**config.mk**
```make
export PLATFORM = sky130hd
export DESIGN_NAME = fetch_unit
export DESIGN_NICKNAME = d
export VERILOG_FILES = /design/src/rtl/fetch_unit.sv
export SDC_FILE = /design/constraint.sdc
export NUM_CORES = 1
export LEC_CHECK = 0
export CAP_MARGIN = 30
export CORE_MARGIN = 3
export CORE_UTILIZATION = 35
export DETAILED_ROUTE_END_ITERATION = 8
export GPL_TIMING_DRIVEN = 0
export PLACE_DENSITY = 0.69
export SLEW_MARGIN = 30
export SYNTH_ARGS = -nofsm -noshare
export SYNTH_HDL_FRONTEND = slang
export SYNTH_SLANG_ARGS = --single-unit
```
**constraint.sdc**
```tcl
create_clock -name clk -period 6.7 [get_ports clk]
set_input_delay 1.005 -clock clk [delete_from_list [all_inputs] [get_ports clk]]
set_output_delay 1.005 -clock clk [all_outputs]
set_load 0.005 [all_outputs]
```
**src/rtl/fetch_unit.sv**
```systemverilog
// Instruction fetch front end: one outstanding memory request, a small {pc,instr}
// queue toward decode, redirect squashing and a level-sensitive halt.
module fetch_unit #(
  parameter logic [31:0] RESET_PC = 32'h0000_0000,
  parameter int          DEPTH    = 2
) (
  input  logic        clk,
  input  logic        reset,
  output logic        imem_req_valid,
  output logic [31:0] imem_req_addr,
  input  logic        imem_req_ready,
  input  logic        imem_resp_valid,
  input  logic [31:0] imem_resp_data,
  output logic        inst_valid,
  output logic [31:0] inst_data,
  output logic [31:0] inst_pc,
  input  logic        inst_ready,
  input  logic        redirect_valid,
  input  logic [31:0] redirect_pc,
  input  logic        halt
);

  localparam int AW = (DEPTH > 1) ? $clog2(DEPTH) : 1;
  localparam int CW = AW + 1;

  typedef enum logic [1:0] {
    IDLE,
    WAIT,
    WAIT_SQUASH
  } state_t;

  state_t          state;
  state_t          state_next;
  logic [31:0]     fetch_pc;
  logic [31:0]     req_pc;
  logic [31:0]     pc_mem   [DEPTH];
  logic [31:0]     data_mem [DEPTH];
  logic [AW-1:0]   rd_ptr;
  logic [AW-1:0]   wr_ptr;
  logic [CW-1:0]   count;
  logic            req_fire;
  logic            push;
  logic            pop;

  // Requests are masked while in reset so nothing leaks out before the first edge.
  assign imem_req_valid = reset & (state == IDLE) & ~redirect_valid & ~halt &
                          (count < CW'(DEPTH));
  assign imem_req_addr  = fetch_pc;
  assign req_fire       = imem_req_valid & imem_req_ready;

  assign inst_valid = (count != '0);
  assign inst_data  = inst_valid ? data_mem[rd_ptr] : 32'h0;
  assign inst_pc    = inst_valid ? pc_mem[rd_ptr]   : 32'h0;

  // A redirect wins over both the response write and the decode pop.
  assign push = (state == WAIT) & imem_resp_valid & ~redirect_valid;
  assign pop  = inst_valid & inst_ready & ~redirect_valid;

  always_ff @(posedge clk or negedge reset) begin
    if (!reset) begin
      state <= IDLE;
    end else begin
      state <= state_next;
    end
  end

  always_comb begin
    state_next = state;
    case (state)
      IDLE: begin
        if (req_fire) begin
          state_next = WAIT;
        end
      end
      WAIT: begin
        if (imem_resp_valid) begin
          state_next = IDLE;
        end else if (redirect_valid) begin
          state_next = WAIT_SQUASH;
        end
      end
      WAIT_SQUASH: begin
        if (imem_resp_valid) begin
          state_next = IDLE;
        end
      end
      default: begin
        state_next = IDLE;
      end
    endcase
  end

  always_ff @(posedge clk or negedge reset) begin
    if (!reset) begin
      fetch_pc <= RESET_PC;
      req_pc   <= RESET_PC;
    end else begin
      if (redirect_valid) begin
        fetch_pc <= {redirect_pc[31:2], 2'b00};
      end else if (req_fire) begin
        fetch_pc <= fetch_pc + 32'd4;
      end
      if (req_fire) begin
        req_pc <= fetch_pc;
      end
    end
  end

  always_ff @(posedge clk or negedge reset) begin
    if (!reset) begin
      rd_ptr <= '0;
      wr_ptr <= '0;
      count  <= '0;
    end else if (redirect_valid) begin
      rd_ptr <= '0;
      wr_ptr <= '0;
      count  <= '0;
    end else begin
      if (push) begin
        wr_ptr <= wr_ptr + AW'(1);
      end
      if (pop) begin
        rd_ptr <= rd_ptr + AW'(1);
      end
      case ({push, pop})
        2'b10:   count <= count + CW'(1);
        2'b01:   count <= count - CW'(1);
        default: count <= count;
      endcase
    end
  end

  // Storage needs no reset: the outputs are gated by the occupancy count.
  always_ff @(posedge clk) begin
    if (push) begin
      pc_mem[wr_ptr]   <= req_pc;
      data_mem[wr_ptr] <= imem_resp_data;
    end
  end

endmodule

```
---- Word level (Yosys, flattened, before mapping) ----
Memories as Yosys holds them, arrays and structs flattened.
Index checks and enable logic that the tools add are counted.
storage, ports and cells
  logic and storage cells ................. 56
  output and inout port bits .............. 98
  register bits after elaboration ......... 70
  input bits .............................. 71
  memories ................................ 2
  memory bits (writable) .................. 128
memory list
  memory    depth  bits a word  read ports  clocked after memory_dff  write ports  line  RTL
  data_mem  2      32           1           0                         1            37    logic [31:0] data_mem [DEPTH];
  pc_mem    2      32           1           0                         1            36    logic [31:0] pc_mem [DEPTH];
cells by class
  eq/ne operators ......................... 7
  multiplexer cells ....................... 17
  magnitude comparators ................... 1
  bitwise logic cells ..................... 11
  reduce and logical (&&, ||, !) cells .... 7
  $add $sub $neg .......................... 5
operator list
  kind                   count
  $mux 32                4
  $add 32x3->32 const B  1
  $mux 2                 5
  $and 1x1->1            9
  $reduce_bool 2->1      4
  $mux 1                 6
  $pmux 2 s3             1
  $eq 2x1->1 const B     2
  $eq 2x2->1 const B     2
  $ne 2x2->1 const B     2
  $pmux 2 s2             1
  $ne 3x3->1 const B     1
  $reduce_and 3->1       1
  $reduce_bool 3->1      1
  $add 1x1->1 const B    2
  $add 2x1->2 const B    1
  $logic_not 2->1        1
  $lt 2x2->1 const B     1
  $not 1->1              2
  $sub 2x1->2 const B    1

---- Depth between registers and ports, before layout ----
  word-level depth ........................ 8
  depth in mapped cells ................... 7
  depth with buffers taken out ............ 6

---- Least setup slack after synthesis ----
Ideal clock, no wire load.
  kind .................................... in2reg
  start ................................... input redirect_valid
  end ..................................... memory data_mem[1][0] (enable)
  library setup time ...................... 571 ps
  data required time ...................... 6129 ps
  data arrival time ....................... 5963 ps
  buffers on the path ..................... 2
  path slack .............................. 166 ps
  stages on the path ...................... 3
  cells stage by stage .................... clkbuf_1 clkbuf_1 nor3b_1
between the ends
  cells in the longest elaborated chain, start to end .. 4
RTL lines
  what                          line  RTL
  from (decl)                   18    input logic redirect_valid,
  $not 1->1                     56    assign push = (state == WAIT) & imem_resp_valid & ~redirect_valid;
  $and 1x1->1                   56
  $mux 1                        135   if (push) begin
  $mux 1 (not written as such)  137   data_mem[wr_ptr] <= imem_resp_data;
  to (decl)                     37
Every way passes these cells.

---- Final worst setup path ----
  start ................................... register rd_ptr
  end ..................................... output inst_pc[17]
between the ends
  cells in the longest elaborated chain, start to end .. 2
RTL lines
  what                    line  RTL
  from (decl)             38    logic [AW-1:0] rd_ptr;
  from (signal assigned)  123   rd_ptr <= rd_ptr + AW'(1);
  $mem_v2 2x32            -
  $mux 32                 53    assign inst_pc = inst_valid ? pc_mem[rd_ptr] : 32'h0;
  to (decl)               16    output logic [31:0] inst_pc,
Every way passes these cells.

==> summary.txt <==
Outcome
  • Status: completed

Clock network
  • Post-CTS Hold Buffers: 0
  • Cts repair resizes: 0
  • Htree depth: 4
  • TritonCTS Sinks: 190
  • CTS Buffer Depth: 2
  • CTS tree: yes
  • CTS Root Cell: clkbuf_16
  • Num CTS Buffers: 17
  • Worst-path clk slew: about 0.07 ns
  • Clock latency on the worst-skew pair: between 0.4 and 0.5 ns
  • Setup Fix Bufs, Post-CTS: 0

Placement
  • Port Buffers: 162
  • Placed insts: 1,103
  • RD Place Congestion: 0.819
  • Dpl ws: 2.87 ns
  • DPL Wire Length: around 15 mm
  • DP Area: around 10,000 um2

Pwr
  • Peak VDD IR: 0.000132 V
  • Clock power frac: a little under two fifths
  • Leakage: 3.90 nW
  • Pint: about 2.0 mW
  • Reg power frac: 54.1%
  • Sw Ratio: 24.0%
  • PwrDens: ~240 nW/um2
  • Overall power: 2.59 mW
  • Switch Pwr: ~0.62 mW
  • Gate power share: 8.3%

Worst setup path
  • Critical path origin: rd_ptr
  • Number of buffers and inverters on the critical path: 3
  • Critical path's top delay family: buffers and inverters
  • FF-to-FF Start: imem_req_addr[2]
  • Data arrival time of the worst path: between 2 and 3 ns
  • Worst EP required: 5.69 ns
  • Setup crit start kind: register
  • CP cell instances: clkbuf_1 -> buf_1 -> mux2i_1 -> nor2_1 -> clkdlybuf4s50_1
  • WS Path Type: reg -> out
  • Crit-path max FO: 10
  • Worst path max stage delay: 0.66 ns
  • Critical Path End Type: output pin
  • Slowest CP cell: buf_1

STA
  • Final Hold Violating Endpoints: 0
  • Tmin final: approximately 3.8 ns
  • # setup viols final: 0
  • Slew headroom: between 40 and 50%
  • Fin. max-slew vios: 0
  • Tcrit/Tclk final: between 50% and 60%
  • Setup ws final: ~2.9 ns
  • Worst Tran Pin Value: between 0.7 and 0.8 ns
  • Clk_skew: 0.0118 ns
  • Fmax: between 200 and 300 MHz
  • RSZ-0062 raised after global routing: no

Hold path
  • Hold crit path type: reg -> reg
  • Hold path start: req_pc[28]

Logic synthesis
  • Syn Area/Cell: 12.4 um2
  • Post-synth top area cell: edfxtp_1
  • Synth top area share: between 40% and 50%
  • Post-synth EDFFs: approximately 120
  • Netlist Area Pre-Place: about 8000 um2
  • YS warnings: 0
  • Synth async-reset ratio: a little over a third
  • Yosys reg bits: 190
  • Count of mapped cells out of synthesis: approximately 640
  • Synth top area cells: edfxtp_1 47%, dfrtp_1 21%, mux2i_1 8.4%
  • Main synth FF type: edfxtp_1
  • Post-synthesis sequential area ratio: around two thirds
  • Post-synthesis cell type count: 46

Routing
  • 1st-iter DRT viols: roughly 400
  • Routed WL per cell: 18.0 um
  • TritonRoute pass-1 iters: 5
  • Via density: 5.01
  • WL final: 20.4 mm
  • ANT nets after route: 0
  • DRC: 0
  • Overall via count from detail_route: 5,686

Global route
  • Total gr overflow: 0
  • Vias in the first global route: between 5,000 and 6,000
  • GR Util All Layers: between 15 and 20%
  • Global-route wire length before repair: roughly 31 mm
  • Largest net degree at the start of global routing: 44
  • Initial antenna violation count: 0

Floorplan
  • Core region area: around 22,000 um2
  • Die H: around 160 um
  • Ports: between 150 and 200
  • Row Count: 54
  • Starting Density: 35.8%
  • Die width: ~160 um
  • Die ar.: approximately 24,000 um2

Flow run
  • Number of max-cap violations: 0

Layout
  • Post-Layout Cell Count: between 1,000 and 1,500
  • ANT cells: 0
  • Cell area after layout: around 11,000 um2
  • Ratio of cells with drive above 1 in the final layout: between 8 and 9%
  • Final core occ: about half
  • Area Overhead vs Synth: 34.8%
  • # nets final: between 900 and 1,000
[power groups by stage]
stage                     clock [mW]  combinational [mW]  sequential [mW]
after floorplan                    0              0.0868             1.40
after global placement             0               0.208             1.42
after detailed placement           0               0.216             1.42
after CTS                      0.995               0.218             1.40
after global routing            1.04               0.238             1.41
final                          0.972               0.214             1.40
[logic make-up after synthesis]
logic type | count (synthesis) | share of synthesized area (%)
muxes | 66 | 8.37
buffers and inverters | 40 | 2.22
adders and majority gates | 1 | 0.158
AOI/OAI and AO/OA | 57 | 4.88
DFF | 190 | 68.1
and+or+nand+nor | 275 | 15.5
xor gates and xnor gates | 7 | 0.777
other | 1 | 0.0475
[final timing paths]
path / end / slack (ns) / depth (start not counted)
min in group asynchronous: req_pc[11] / 0.49 / 1
worst max-delay path: inst_pc[17] / 2.87 / 5
worst min register to register: pc_mem[0][28] / 0.47 / 0
max in group asynchronous: count[1] / 5.67 / 2
worst max register to register: imem_req_addr[14] / 4.21 / 7
worst min-delay path: pc_mem[0][28] / 0.47 / 0
[per-layer routing]
layer,global-route usage [%],vias up,wire (um)
met1,22.4,2733,8770
li1,-,2687,-
met2,27.1,243,9820
met4,5.29,0,296
met3,4.11,23,1570
met5,0,-,0
[synthesized netlist by cell type (2+ instances only)]
library cell	number
xor2_1	4
clkbuf_1	21
nor4_1	3
inv_1	5
xnor2_1	3
mux2i_1	66
o311ai_0	4
o31a_1	2
nor2_1	81
a22oi_1	3
nor3b_1	3
a21o_1	3
nor2b_1	8
and4_1	3
and2_1	3
or3_1	3
nand2_1	123
a221o_1	4
o21ai_0	15
nor3_1	2
nand4_1	10
edfxtp_1	124
and3_1	3
buf_4	4
a21oi_1	10
or4_1	3
buf_2	8
o211ai_1	10
nand3_1	23
buf_1	2
dfrtp_1	66
[metrics by stage]
stage                     hold WS [ns]  setup TNS (ns)
after floorplan                  0.442               0
after global placement           0.451         -434.59
after detailed placement         0.456               0
after CTS                        0.466               0
after global routing             0.486               0
final                            0.468               0
[registers in the layout (all words and copies together) (netlist names)]
register       count
pc_mem            60
data_mem          64
wr_ptr             1
imem_req_addr     30
rd_ptr             1
count              2
state              2
req_pc            30
[area by class of cell]
class | instances | area, um2
Fill cell | 2007 | 11400
Sequential cell | 190 | 5380
Multi-Input combinational cell | 410 | 2370
Timing Repair Buffer | 183 | 1810
Clock buffer | 20 | 468
Tap cell | 280 | 350
Buffer | 35 | 156
Clock inverter | 12 | 97.6
Inverter | 5 | 18.8
[cell usage in the layout (no fill, tap or decap), types with 5 or more instances in the layout]
cell type	instances
clkdlybuf4s50_1	161
edfxtp_1	124
nand2_1	123
nor2_1	80
mux2i_1	66
dfrtp_1	66
nand3_1	23
clkbuf_1	22
buf_4	21
clkbuf_16	18
o21ai_0	15
nand4_1	10
o211ai_1	10
a21oi_1	10
nor2b_1	8
buf_2	8
inv_1	5
[worst reg2reg max path, stage by stage (launching register included)]
cell	delay [ns]
dfrtp_1	0.48
ha_1	0.26
and4_1	0.20
clkbuf_1	0.33
nand4_1	0.40
o21ai_0	0.27
o21ai_0	0.13
a221o_1	0.32
No activity file was read; power rests on OpenSTA's default activity.
